[src/rtl/prefetch_buffer_pkg.sv]
// prefetch_buffer_pkg: Y86 icodes, stat codes, FSM states and instruction-length helpers
package prefetch_buffer_pkg;

   localparam logic [3:0] IHALT   = 4'h0;
   localparam logic [3:0] INOP    = 4'h1;
   localparam logic [3:0] IRRMOVQ = 4'h2;
   localparam logic [3:0] IIRMOVQ = 4'h3;
   localparam logic [3:0] IRMMOVQ = 4'h4;
   localparam logic [3:0] IMRMOVQ = 4'h5;
   localparam logic [3:0] IOPQ    = 4'h6;
   localparam logic [3:0] IJXX    = 4'h7;
   localparam logic [3:0] ICALL   = 4'h8;
   localparam logic [3:0] IRET    = 4'h9;
   localparam logic [3:0] IPUSHQ  = 4'hA;
   localparam logic [3:0] IPOPQ   = 4'hB;

   localparam logic [2:0] SAOK = 3'd1;
   localparam logic [2:0] SHLT = 3'd2;
   localparam logic [2:0] SADR = 3'd3;
   localparam logic [2:0] SINS = 3'd4;

   typedef enum logic {RUN, STOP} state_e;

   function automatic logic need_regids(input logic [3:0] icode);
      return icode inside {IRRMOVQ, IIRMOVQ, IRMMOVQ, IMRMOVQ, IOPQ, IPUSHQ, IPOPQ};
   endfunction

   function automatic logic need_valc(input logic [3:0] icode);
      return icode inside {IIRMOVQ, IRMMOVQ, IMRMOVQ, IJXX, ICALL};
   endfunction

   // Invalid icodes occupy a single byte so the fetch stage can report them
   function automatic logic [3:0] instr_len(input logic [3:0] icode);
      return (icode >= 4'hC) ? 4'd1
           : 4'd1 + {3'd0, need_regids(icode)} + (need_valc(icode) ? 4'd8 : 4'd0);
   endfunction

endpackage

[src/rtl/prefetch_decode.sv]
// prefetch_decode: combinational Y86 decode of the 10-byte window at the queue head
module prefetch_decode
   import prefetch_buffer_pkg::*;
(
   input  logic        en_i,
   input  logic [79:0] win_i,
   input  logic [9:0]  err_i,
   input  logic [3:0]  avail_i,
   output logic        valid_o,
   output logic [3:0]  icode_o,
   output logic [3:0]  ifun_o,
   output logic [3:0]  rA_o,
   output logic [3:0]  rB_o,
   output logic [63:0] valC_o,
   output logic [3:0]  len_o,
   output logic [2:0]  stat_o
);

   logic [3:0] icode;
   logic       regids;
   logic       adr;

   // Decode head; fields are zero when not valid and independent of bytes past the
   // instruction (or past an error) so they hold still while the consumer stalls
   always_comb begin
      icode  = win_i[7:4];
      len_o  = instr_len(icode);
      regids = need_regids(icode);
      adr    = 1'b0;
      for (int k = 0; k < 10; k++)
         adr = adr | (err_i[k] & (4'(k) < len_o) & (4'(k) < avail_i));
      valid_o = en_i & (avail_i != 4'd0) & ((avail_i >= len_o) | adr);
      icode_o = valid_o ? icode : 4'd0;
      ifun_o  = valid_o ? win_i[3:0] : 4'd0;
      rA_o    = ~valid_o ? 4'd0 : (regids & ~adr) ? win_i[15:12] : 4'hF;
      rB_o    = ~valid_o ? 4'd0 : (regids & ~adr) ? win_i[11:8] : 4'hF;
      valC_o  = (~valid_o | adr | ~need_valc(icode)) ? 64'd0
              : regids ? win_i[79:16] : win_i[71:8];
      stat_o  = ~valid_o ? 3'd0 : adr ? SADR : (icode >= 4'hC) ? SINS
              : (icode == IHALT) ? SHLT : SAOK;
   end

endmodule

[src/rtl/prefetch_buffer.sv]
// prefetch_buffer: Y86 byte-queue prefetcher with head decode; PF_PERF_CNT_EN adds stall_cnt_o
module prefetch_buffer
   import prefetch_buffer_pkg::*;
#(
   parameter int FETCH_BYTES = 8,
   parameter int QUEUE_BYTES = 32,
   parameter int MAX_OUTST   = 2
) (
   input  logic                     clk_i,
   input  logic                     rst_n_i,
   input  logic                     redirect_i,
   input  logic [63:0]              redirect_pc_i,
   output logic                     mem_req_o,
   output logic [63:0]              mem_addr_o,
   input  logic                     mem_gnt_i,
   input  logic                     mem_rvalid_i,
   input  logic [FETCH_BYTES*8-1:0] mem_rdata_i,
   input  logic                     mem_err_i,
   output logic                     f_valid_o,
   input  logic                     f_ready_i,
   output logic [63:0]              f_pc_o,
   output logic [3:0]               f_icode_o,
   output logic [3:0]               f_ifun_o,
   output logic [3:0]               f_rA_o,
   output logic [3:0]               f_rB_o,
   output logic [63:0]              f_valC_o,
   output logic [63:0]              f_valP_o,
   output logic [2:0]               f_stat_o
`ifdef PF_PERF_CNT_EN
   ,
   output logic [31:0]              stall_cnt_o
`endif
);

   localparam int AW = $clog2(QUEUE_BYTES);
   localparam int CW = AW + 1;
   localparam int FW = $clog2(FETCH_BYTES);

   state_e                 state_q, state_d;
   logic [63:0]            pc_q, pc_d, addr_q, addr_d;
   logic [AW-1:0]          rd_q, rd_d, wr_q, wr_d;
   logic [CW-1:0]          cnt_q, cnt_d, push_n;
   logic [2:0]             outst_q, outst_d, stale_q, stale_d;
   logic [FW-1:0]          drop_q, drop_d;
   logic [7:0]             qd_q [QUEUE_BYTES];
   logic [QUEUE_BYTES-1:0] qe_q;
   logic [79:0]            win;
   logic [9:0]             win_err;
   logic [3:0]             avail, len;
   logic [FETCH_BYTES*8-1:0] rsp_sh;
   logic                   gnt, stale_rsp, live_rsp, push, xfer;

   // Gather the ten head bytes and their error flags for the decoder
   always_comb begin
      for (int k = 0; k < 10; k++) begin
         win[k*8 +: 8] = qd_q[rd_q + AW'(k)];
         win_err[k]    = qe_q[rd_q + AW'(k)];
      end
      avail = (cnt_q > CW'(10)) ? 4'd10 : cnt_q[3:0];
   end

   prefetch_decode u_dec (
      .en_i    (state_q == RUN),
      .win_i   (win),
      .err_i   (win_err),
      .avail_i (avail),
      .valid_o (f_valid_o),
      .icode_o (f_icode_o),
      .ifun_o  (f_ifun_o),
      .rA_o    (f_rA_o),
      .rB_o    (f_rB_o),
      .valC_o  (f_valC_o),
      .len_o   (len),
      .stat_o  (f_stat_o)
   );

   // Room is reserved for every live response still in flight; stale ones are dropped
   assign mem_req_o  = rst_n_i & (state_q == RUN)
                     & (int'(outst_q) + int'(stale_q) < MAX_OUTST)
                     & (QUEUE_BYTES - int'(cnt_q) >= FETCH_BYTES * (int'(outst_q) + 1));
   assign mem_addr_o = addr_q;
   assign f_pc_o     = pc_q;
   assign f_valP_o   = f_valid_o ? pc_q + 64'(len) : 64'd0;
   assign gnt        = mem_gnt_i & mem_req_o;
   assign stale_rsp  = mem_rvalid_i & (stale_q != 3'd0);
   assign live_rsp   = mem_rvalid_i & (stale_q == 3'd0) & (outst_q != 3'd0);
   assign push       = live_rsp & (state_q == RUN);
   assign push_n     = CW'(FETCH_BYTES) - CW'(drop_q);
   assign rsp_sh     = mem_rdata_i >> {drop_q, 3'b000};
   assign xfer       = f_valid_o & f_ready_i;

   // Next state: redirect overrides everything; a faulting transfer flushes and stops
   always_comb begin
      state_d = state_q;
      pc_d    = pc_q;
      addr_d  = addr_q;
      rd_d    = rd_q;
      wr_d    = wr_q;
      cnt_d   = cnt_q;
      outst_d = outst_q;
      stale_d = stale_q;
      drop_d  = drop_q;
      if (redirect_i) begin
         state_d = RUN;
         pc_d    = redirect_pc_i;
         addr_d  = {redirect_pc_i[63:FW], FW'(0)};
         rd_d    = '0;
         wr_d    = '0;
         cnt_d   = '0;
         outst_d = '0;
         stale_d = stale_q + outst_q + 3'(gnt) - 3'(stale_rsp | live_rsp);
         drop_d  = redirect_pc_i[FW-1:0];
      end else begin
         if (gnt) addr_d = addr_q + 64'(FETCH_BYTES);
         outst_d = outst_q + 3'(gnt) - 3'(live_rsp);
         stale_d = stale_q - 3'(stale_rsp);
         if (live_rsp) drop_d = '0;
         if (xfer) pc_d = f_valP_o;
         if (xfer && f_stat_o != SAOK) begin
            state_d = STOP;
            rd_d    = wr_q;
            cnt_d   = '0;
         end else begin
            if (push) wr_d = wr_q + AW'(push_n);
            if (xfer) rd_d = rd_q + AW'(len);
            cnt_d = cnt_q + (push ? push_n : '0) - (xfer ? CW'(len) : '0);
         end
      end
   end

   // Control registers
   always_ff @(posedge clk_i or negedge rst_n_i) begin
      if (!rst_n_i) begin
         state_q <= RUN;
         pc_q    <= '0;
         addr_q  <= '0;
         rd_q    <= '0;
         wr_q    <= '0;
         cnt_q   <= '0;
         outst_q <= '0;
         stale_q <= '0;
         drop_q  <= '0;
      end else begin
         state_q <= state_d;
         pc_q    <= pc_d;
         addr_q  <= addr_d;
         rd_q    <= rd_d;
         wr_q    <= wr_d;
         cnt_q   <= cnt_d;
         outst_q <= outst_d;
         stale_q <= stale_d;
         drop_q  <= drop_d;
      end
   end

   // Queue storage: write the kept bytes of a live response, all tagged with its error bit
   always_ff @(posedge clk_i) begin
      if (push) begin
         for (int j = 0; j < FETCH_BYTES; j++) begin
            if (CW'(j) < push_n) begin
               qd_q[wr_q + AW'(j)] <= rsp_sh[j*8 +: 8];
               qe_q[wr_q + AW'(j)] <= mem_err_i;
            end
         end
      end
   end

`ifdef PF_PERF_CNT_EN
   logic [31:0] stall_q;

   // Saturating count of RUN cycles with nothing to hand to the consumer
   always_ff @(posedge clk_i or negedge rst_n_i) begin
      if (!rst_n_i) stall_q <= '0;
      else if (state_q == RUN && !f_valid_o && stall_q != '1) stall_q <= stall_q + 32'd1;
   end

   assign stall_cnt_o = stall_q;
`endif

endmodule
[config.mk]
export PLATFORM = sky130hd
export DESIGN_NAME = prefetch_buffer
export DESIGN_NICKNAME = d
export VERILOG_FILES = /design/src/rtl/prefetch_buffer_pkg.sv /design/src/rtl/prefetch_decode.sv /design/src/rtl/prefetch_buffer.sv
export SDC_FILE = /design/constraint.sdc
export NUM_CORES = 2
export LEC_CHECK = 0
export BUFFER_PORTS_ARGS = -buffer_cell sky130_fd_sc_hd__buf_2
export CAP_MARGIN = 25
export CORE_ASPECT_RATIO = 1.1
export CORE_MARGIN = 4
export CORE_UTILIZATION = 42
export CTS_CLUSTER_DIAMETER = 100
export DETAILED_ROUTE_END_ITERATION = 6
export SYNTH_ARGS = -nofsm -noshare
export SYNTH_HDL_FRONTEND = slang
export SYNTH_SLANG_ARGS = --single-unit
[constraint.sdc]
create_clock -name clk_i -period 12.9 [get_ports clk_i]
set_input_delay 0.645 -clock clk_i [delete_from_list [all_inputs] [get_ports clk_i]]
set_output_delay 0.645 -clock clk_i [all_outputs]
set_load 0.01 [all_outputs]
After elaboration in Yosys (flattened, before gate mapping)

Memories as Yosys holds them, arrays and structs flattened.
Index checks and enable logic that the tools add are counted.

Register bits after elaboration: 186
Memory bits (writable): 256
Logic and storage cells: 307
Memories: 1

Memories:

| name | depth | width | read ports | clocked after memory_dff | write ports | line                  | source |
|---|---|---|---|---|---|---|---|
| qd_q | 32    | 8     | 10         | 0                        | 8           | prefetch_buffer.sv:45 | `logic [7:0] qd_q [QUEUE_BYTES];` |

Add/subtract/negate cells: 34
Magnitude comparators: 59
Equal/unequal tests: 11
Shift operators: 1
Muxes and demuxes: 119
Bitwise logic cells: 49
Reductions and logical operators: 23

Operators by type and width:

| operator                                                          | count |
|---|---|
| 2-to-1 mux 32 bit                                                 | 15 |
| 2-to-1 mux 64 bit                                                 | 7 |
| bitwise mux 32 bit                                                | 8 |
| less-than comparator 5 x 6 -> 1 bit, second input constant        | 18 |
| adder 64 x 4 -> 64 bit                                            | 1 |
| adder 64 x 4 -> 64 bit, second input constant                     | 1 |
| right shift 64 x 6 -> 64 bit                                      | 1 |
| binary-select mux 1 bit (select 5 bit)                            | 10 |
| 2-to-1 mux 1 bit                                                  | 44 |
| adder 5 x 3 -> 5 bit, second input constant                       | 8 |
| demux 1 bit (select 5 bit)                                        | 8 |
| greater-or-equal comparator 5 x 1 -> 1 bit, second input constant | 8 |
| 2-to-1 mux 4 bit                                                  | 10 |
| bitwise AND 1 bit                                                 | 32 |
| less-than comparator 3 x 4 -> 1 bit, first input constant         | 8 |
| 2-to-1 mux 5 bit                                                  | 6 |
| less-than comparator 3 x 6 -> 1 bit, first input constant         | 4 |
| 2-to-1 mux 3 bit                                                  | 7 |
| adder 5 x 2 -> 5 bit, second input constant                       | 4 |
| 2-to-1 mux 6 bit                                                  | 3 |
| equality test 4 x 3 -> 1 bit, second input constant               | 4 |
| less-than comparator 1 x 4 -> 1 bit, first input constant         | 4 |
| less-than comparator 2 x 4 -> 1 bit, first input constant         | 4 |
| less-than comparator 4 bit, first input constant                  | 4 |
| 38 further kinds                                                  | 77 |

Logic depth before layout (Yosys ltp)

Depth in word-level cells: 27
Gate-level depth with buffers: 33
Mapped depth without buffers: 25

Cells and area by module

A second synthesis with hierarchy kept.

Cells, all modules: 6415
Area total of the unflattened synthesis: 55984.9 um^2

By module, submodules not included:

| module          | times used | cells an instance | area an instance (um^2) | seq. area each (um^2) |
|---|---|---|---|---|
| prefetch_buffer | 1          | 6131              | 54344.6                 | 12426.9 |
| prefetch_decode | 1          | 284               | 1640.3                  | 0.0 |

Least setup slack after synthesis

No wires, ideal clock.

Path kind: register to register
From: register rd_q[1]
To: register cnt_q[5]
Setup time: 121 ps
Arrival time: 6757 ps
Path slack: 6021 ps
Cell stages (with the launch flop): 31
Path through: dfrtp_1 buf_6 buf_8 buf_6 buf_2 buf_2 clkbuf_1 clkbuf_1 inv_1 ha_1 buf_4 buf_2 mux4_2 mux4_2 nor2_1 nor2_1 nor4_2 a31oi_4 o21ai_2 clkbuf_1 buf_4 nor2_1 fa_1 inv_1 ha_1 a21o_1 a21oi_1 o21bai_1 a21oi_1 xnor2_1 nor2_1

Word-level cells in the longest chain between the ends: 25
Elaborated cells on any way between the ends: 100
Classes of those cells: add/sub (12); order compare (12); eq/ne (10); mux (29); bitwise (32); reduce/logical (4); memory (1)

Ends and longest elaborated chain:

| element                                                               | line                                                 | source |
|---|---|---|
| start: declaration                                                    | prefetch_buffer.sv:41                                | `logic [AW-1:0] rd_q, rd_d, wr_q, wr_d;` |
| start signal: assignment                                              | prefetch_buffer.sv:147                               | `rd_q <= rd_d;` |
| memory (32 x 8 bit)                                                   | --                                                   |  |
| equality test 4 x 2 -> 1 bit (tied with other cells)                  | prefetch_buffer_pkg.sv:25                            | `return icode inside {IRRMOVQ, IIRMOVQ, IRMMOVQ, IMRMOVQ, IOPQ, IPUSHQ, IPOPQ};` |
| nonzero test 7 bit / nonzero test 5 bit (equally long branches)       | prefetch_buffer_pkg.sv:25, prefetch_buffer_pkg.sv:29 |  |
| adder 1 x 1 -> 2 bit / 2-to-1 mux 4 bit (equally long branches)       | prefetch_buffer_pkg.sv:35                            | `: 4'd1 + {3'd0, need_regids(icode)} + (need_valc(icode) ? 4'd8 : 4'd0);` |
| adder 4 bit                                                           | prefetch_buffer_pkg.sv:35                            |  |
| 2-to-1 mux 4 bit                                                      | prefetch_buffer_pkg.sv:34                            | `return (icode >= 4'hC) ? 4'd1` |
| less-than comparator 1 x 4 -> 1 bit                                   | prefetch_decode.sv:31                                | `adr = adr \| (err_i[k] & (4'(k) < len_o) & (4'(k) < avail_i));` |
| bitwise AND 1 bit (2 in series)                                       | prefetch_decode.sv:31                                |  |
| bitwise OR 1 bit (9 in series)                                        | prefetch_decode.sv:31                                |  |
| bitwise OR 1 bit                                                      | prefetch_decode.sv:32                                | `valid_o = en_i & (avail_i != 4'd0) & ((avail_i >= len_o) \| adr);` |
| bitwise AND 1 bit                                                     | prefetch_decode.sv:32                                |  |
| bitwise AND 1 bit / 2-to-1 mux 3 bit (equally long branches)          | prefetch_buffer.sv:90, prefetch_decode.sv:39         |  |
| 2-to-1 mux 4 bit / != test 3 x 1 -> 1 bit (equally long branches)     | prefetch_buffer.sv:126, prefetch_buffer.sv:119       |  |
| subtractor 6 x 4 -> 6 bit / logical AND 1 bit (equally long branches) | prefetch_buffer.sv:126, prefetch_buffer.sv:119       |  |
| 2-to-1 mux 6 bit *                                                    | prefetch_buffer.sv:119                               | `if (xfer && f_stat_o != SAOK) begin` |
| 2-to-1 mux 6 bit *                                                    | prefetch_buffer.sv:103                               | `if (redirect_i) begin` |
| via cnt_d[5]                                                          | prefetch_buffer.sv:42                                | `logic [CW-1:0] cnt_q, cnt_d, push_n;` |
| end signal: assignment                                                | prefetch_buffer.sv:149                               | `cnt_q <= cnt_d;` |
| end: declaration                                                      | prefetch_buffer.sv:42                                |  |

The timed path passes the listed nets; every way through them passes the cells marked *. The select of a mux whose other input is x is not followed.
A chain may end at the register's enable or synchronous reset.

Worst setup path in the final report

From: register rd_q[2]
To: output port f_valP_o[1]

Word-level cells in the longest chain between the ends: 21
Elaborated cells on any way between the ends: 90
Classes of those cells: add/sub (12); order compare (12); eq/ne (9); mux (23); bitwise (31); reduce/logical (2); memory (1)

Ends and longest elaborated chain:

| element                                                         | line                                                 | source |
|---|---|---|
| memory (32 x 8 bit)                                             | --                                                   |  |
| equality test 4 x 2 -> 1 bit (tied with other cells)            | prefetch_buffer_pkg.sv:25                            |  |
| nonzero test 7 bit / nonzero test 5 bit (equally long branches) | prefetch_buffer_pkg.sv:25, prefetch_buffer_pkg.sv:29 |  |
| adder 1 x 1 -> 2 bit / 2-to-1 mux 4 bit (equally long branches) | prefetch_buffer_pkg.sv:35                            |  |
| adder 4 bit                                                     | prefetch_buffer_pkg.sv:35                            |  |
| 2-to-1 mux 4 bit                                                | prefetch_buffer_pkg.sv:34                            |  |
| less-than comparator 1 x 4 -> 1 bit                             | prefetch_decode.sv:31                                |  |
| bitwise AND 1 bit (2 in series)                                 | prefetch_decode.sv:31                                |  |
| bitwise OR 1 bit (9 in series)                                  | prefetch_decode.sv:31                                |  |
| bitwise OR 1 bit                                                | prefetch_decode.sv:32                                |  |
| bitwise AND 1 bit                                               | prefetch_decode.sv:32                                |  |
| 2-to-1 mux 64 bit *                                             | prefetch_buffer.sv:83                                | `assign f_valP_o = f_valid_o ? pc_q + 64'(len) : 64'd0;` |
| end: declaration                                                | prefetch_buffer.sv:27                                | `output logic [63:0] f_valP_o,` |

Every way passes the cells marked *; elsewhere a longest branch is shown, timed or not. The select of a mux whose other input is x is not followed.

==> out/qor.txt <==
Ys async rst share: 34.4%
Commonest non-fill, non-tap cell in the layout: nor2_1
CP Max Fanout: 73
Max frequency: 120 MHz
Final WL: 382 mm
Max-slew violation count: 0
CP Class: reg -> out
Most used cell, CP: buf_4
Syn_area_per_cell: 8.69 sq um
Outcome: complete, no violations
FF+latch area: 12400 sq um
Antenna viol nets, final: 0
CTS resizes: 0
Vias in the first global route: 59200
Area after DPL: 61600 sq um
Min Clock Period, post-route: 8300 ps
Worst vdd ir: 0.446 mV
Inst Count DP: 8382
Post-synth EDFFs: 288
Largest net degree at the start of global routing: 142
Mapped cell area: 57000 sq um
Non-Filler Instances: 8501
# rows: 141
Final estimated routing congestion in global placement: 1.15
Max stage delay on crit path: 920 ps
Final period util: 64.3%
Root Driver: clkbuf_16
Sequential element share of the synthesized area: 21.8%
Share of cells above drive strength 1: 22.6%
Skew final: 84.9 ps
DIE WIDTH: 359 microns
DR pass1 iterations: 7
Layout fillers: 13000
Crit. End Element: output port
Req. time, crit path: 12260 ps
Yosys warns: 0
Core Region: 135000 sq um
Delay-heaviest family, CP: buffers and inverters
Area delta synth->final: 11.3%
DRT iter0 DRCs: 12500
Clock buffer depth: 3
Total global routing overflow: 0
Syn Inst Count: 6557
Critical path's slowest cell: buf_4
Multi-input logic area: 42300 sq um
TritonCTS clock tree: built
Gr usage total: 51.5%
Post-DP HPWL: 289 mm
Port-buffer cells: 408
P per Cell Area: 168 nW/um^2
H-tree levels: 2
Post-layout nets: 6859
First-pass GRT wire length: 516 mm
RSZ-0062 raised after global routing: false
Initial Utilization: 42.3%
Slew headroom: 11.3%
Skew-Pair Late Insertion Delay: 640 ps
Final setup TNS: 0 ps
Worst Hold Class: in -> reg
Leak: 21.3 nW
Data arrival time of the critical path: 7650 ps
Via count: 66200
Tot Pwr: 10.7 mW
Drt wl/cell: 45.0 microns
Hold Violations, Final: 0
Number of library cell types mapped by synthesis: 104
# DRC: 0
Synth Flop Type: edfxtp_1
DIE AREA: 142000 sq um
Final Setup Violations: 0
Via-to-Cell Ratio: 7.79
Flops & latches, synth: 439
Cts bufs inserted: 44
Die span in y: 394 microns
Most frequent cells in the layout: 879 x nor2_1, 540 x nand2_1, 462 x a211oi_1
Ports: 412
Post-route cell area: 63500 sq um
Clock-pin slew on the worst setup and hold paths: 70 ps
Post-layout util: 47.1%
Clock sinks: 439
Critical-path cell list: buf_4, mux2_2, o22ai_1, o21ai_0, and4_2, a211oi_2, nor2_4, buf_4, ha_1, o21ai_0, nand3b_1, a21o_1, nor2_1, buf_4, inv_1, o21ai_4, buf_4, inv_2, and2_1, buf_2
CP Buf/Inv Count: 7
Max cap viols: 0
Critical path startpoint category: flop
Antenna violations before repair: 38
Tightest Pin Transition: 1320 ps
## where the power goes
group	switching, mW	internal [mW]	total, mW
Clock	0.633	0.825	1.46
Sequential	0.163	1.61	1.78
Combinational	4.81	2.63	7.44
Total	5.61	5.07	10.7
## flip-flops by register name (all words and copies together) (netlist names), 5 cells and up
name        flops
wr_q            5
qd_q          256
cnt_q           6
qe_q           32
f_pc_o         64
mem_addr_o     61
rd_q            5
## layer usage
layer	global-route usage, %	up-vias	routed length, microns
met3	21.3	1671	57900
met4	38.4	20	39000
met2	72.0	6478	151000
met1	63.2	32100	134000
li1	-	25900	-
met5	1.08	-	324
## layout make-up
class                   instances  share of cell area, %
flip-flops and latches        439                   19.6
clock inverters                27                  0.706
diodes                         24                 0.0946
clock buffers                  52                   1.83
repair buffers                721                   7.18
well taps                    1787                   3.52
multi-input cells            5376                   66.6
inverters                      75                  0.451
## worst min-delay path, delay by kind of cell
kind	cells	cell delay, ps
AND/OR/NAND/NOR	2	130
buffers and inverters	1	80
## kinds of logic (layout without fill, tap and decap cells)
kind of cell	after synthesis	count (layout)	synth area share (%)
fa+ha+maj	67	67	1.60
xor+xnor	175	175	2.76
simple gates	2095	2095	16.5
flops	439	439	21.8
compound gates	2070	2070	25.1
buf+inv	744	875	5.32
other cells	1	27	0.00658
mux	966	966	26.9
## worst paths after layout
kind                                    from        endpoint  slack (ps)  depth (start not counted)
max                                  rd_q[2]     f_valP_o[1]        4600                         20
min                        redirect_pc_i[53]  mem_addr_o[53]         260                          3
max reg2reg                          rd_q[2]        cnt_q[5]        5100                         26
min reg2reg                   mem_addr_o[63]  mem_addr_o[63]         570                          2
max in group asynchronous            rst_n_i       drop_q[0]       10330                          4
min in group asynchronous            rst_n_i  mem_addr_o[50]         520                          2
## cell usage after synthesis (all sizes together), types with 40 or more instances
master	count	area share [%]
a31oi	71	0.83
xnor2	104	1.6
a211oi	470	6.2
mux4	438	17
dfrtp	151	6.6
nor3	71	0.70
mux2	148	2.9
ha	57	1.3
nand2b	45	0.49
buf	165	1.5
and3	40	0.44
or3	41	0.45
xor2	71	1.1
a211o	58	0.89
nand4	78	0.92
o22ai	79	0.87
mux2i	380	6.7
a21oi	401	3.5
nor2	895	5.9
o221ai	102	1.6
nand3	200	1.8
nand2	541	3.6
clkbuf	504	3.3
inv	74	0.49
edfxtp	288	15
a221o	124	2.2
o211ai	141	1.9
o21ai	353	3.1
o31ai	59	0.78
and2	75	0.82
## metrics by stage
step | hold WS (ps) | setup slack (ps)
6_report | 264 | 4600
3_3_place_gp | 568 | 5390
5_1_grt | 264 | 4340
2_1_floorplan | 349 | 6020
4_1_cts | 240 | 4810
3_5_place_dp | 559 | 5340
## repair_timing
item | CTS | global route
hold buffers | 1 | 0
buffers inserted | 0 | 0
hold endpoints to repair | 44 | 0
Note: power is estimated with default switching activity, not from simulation.
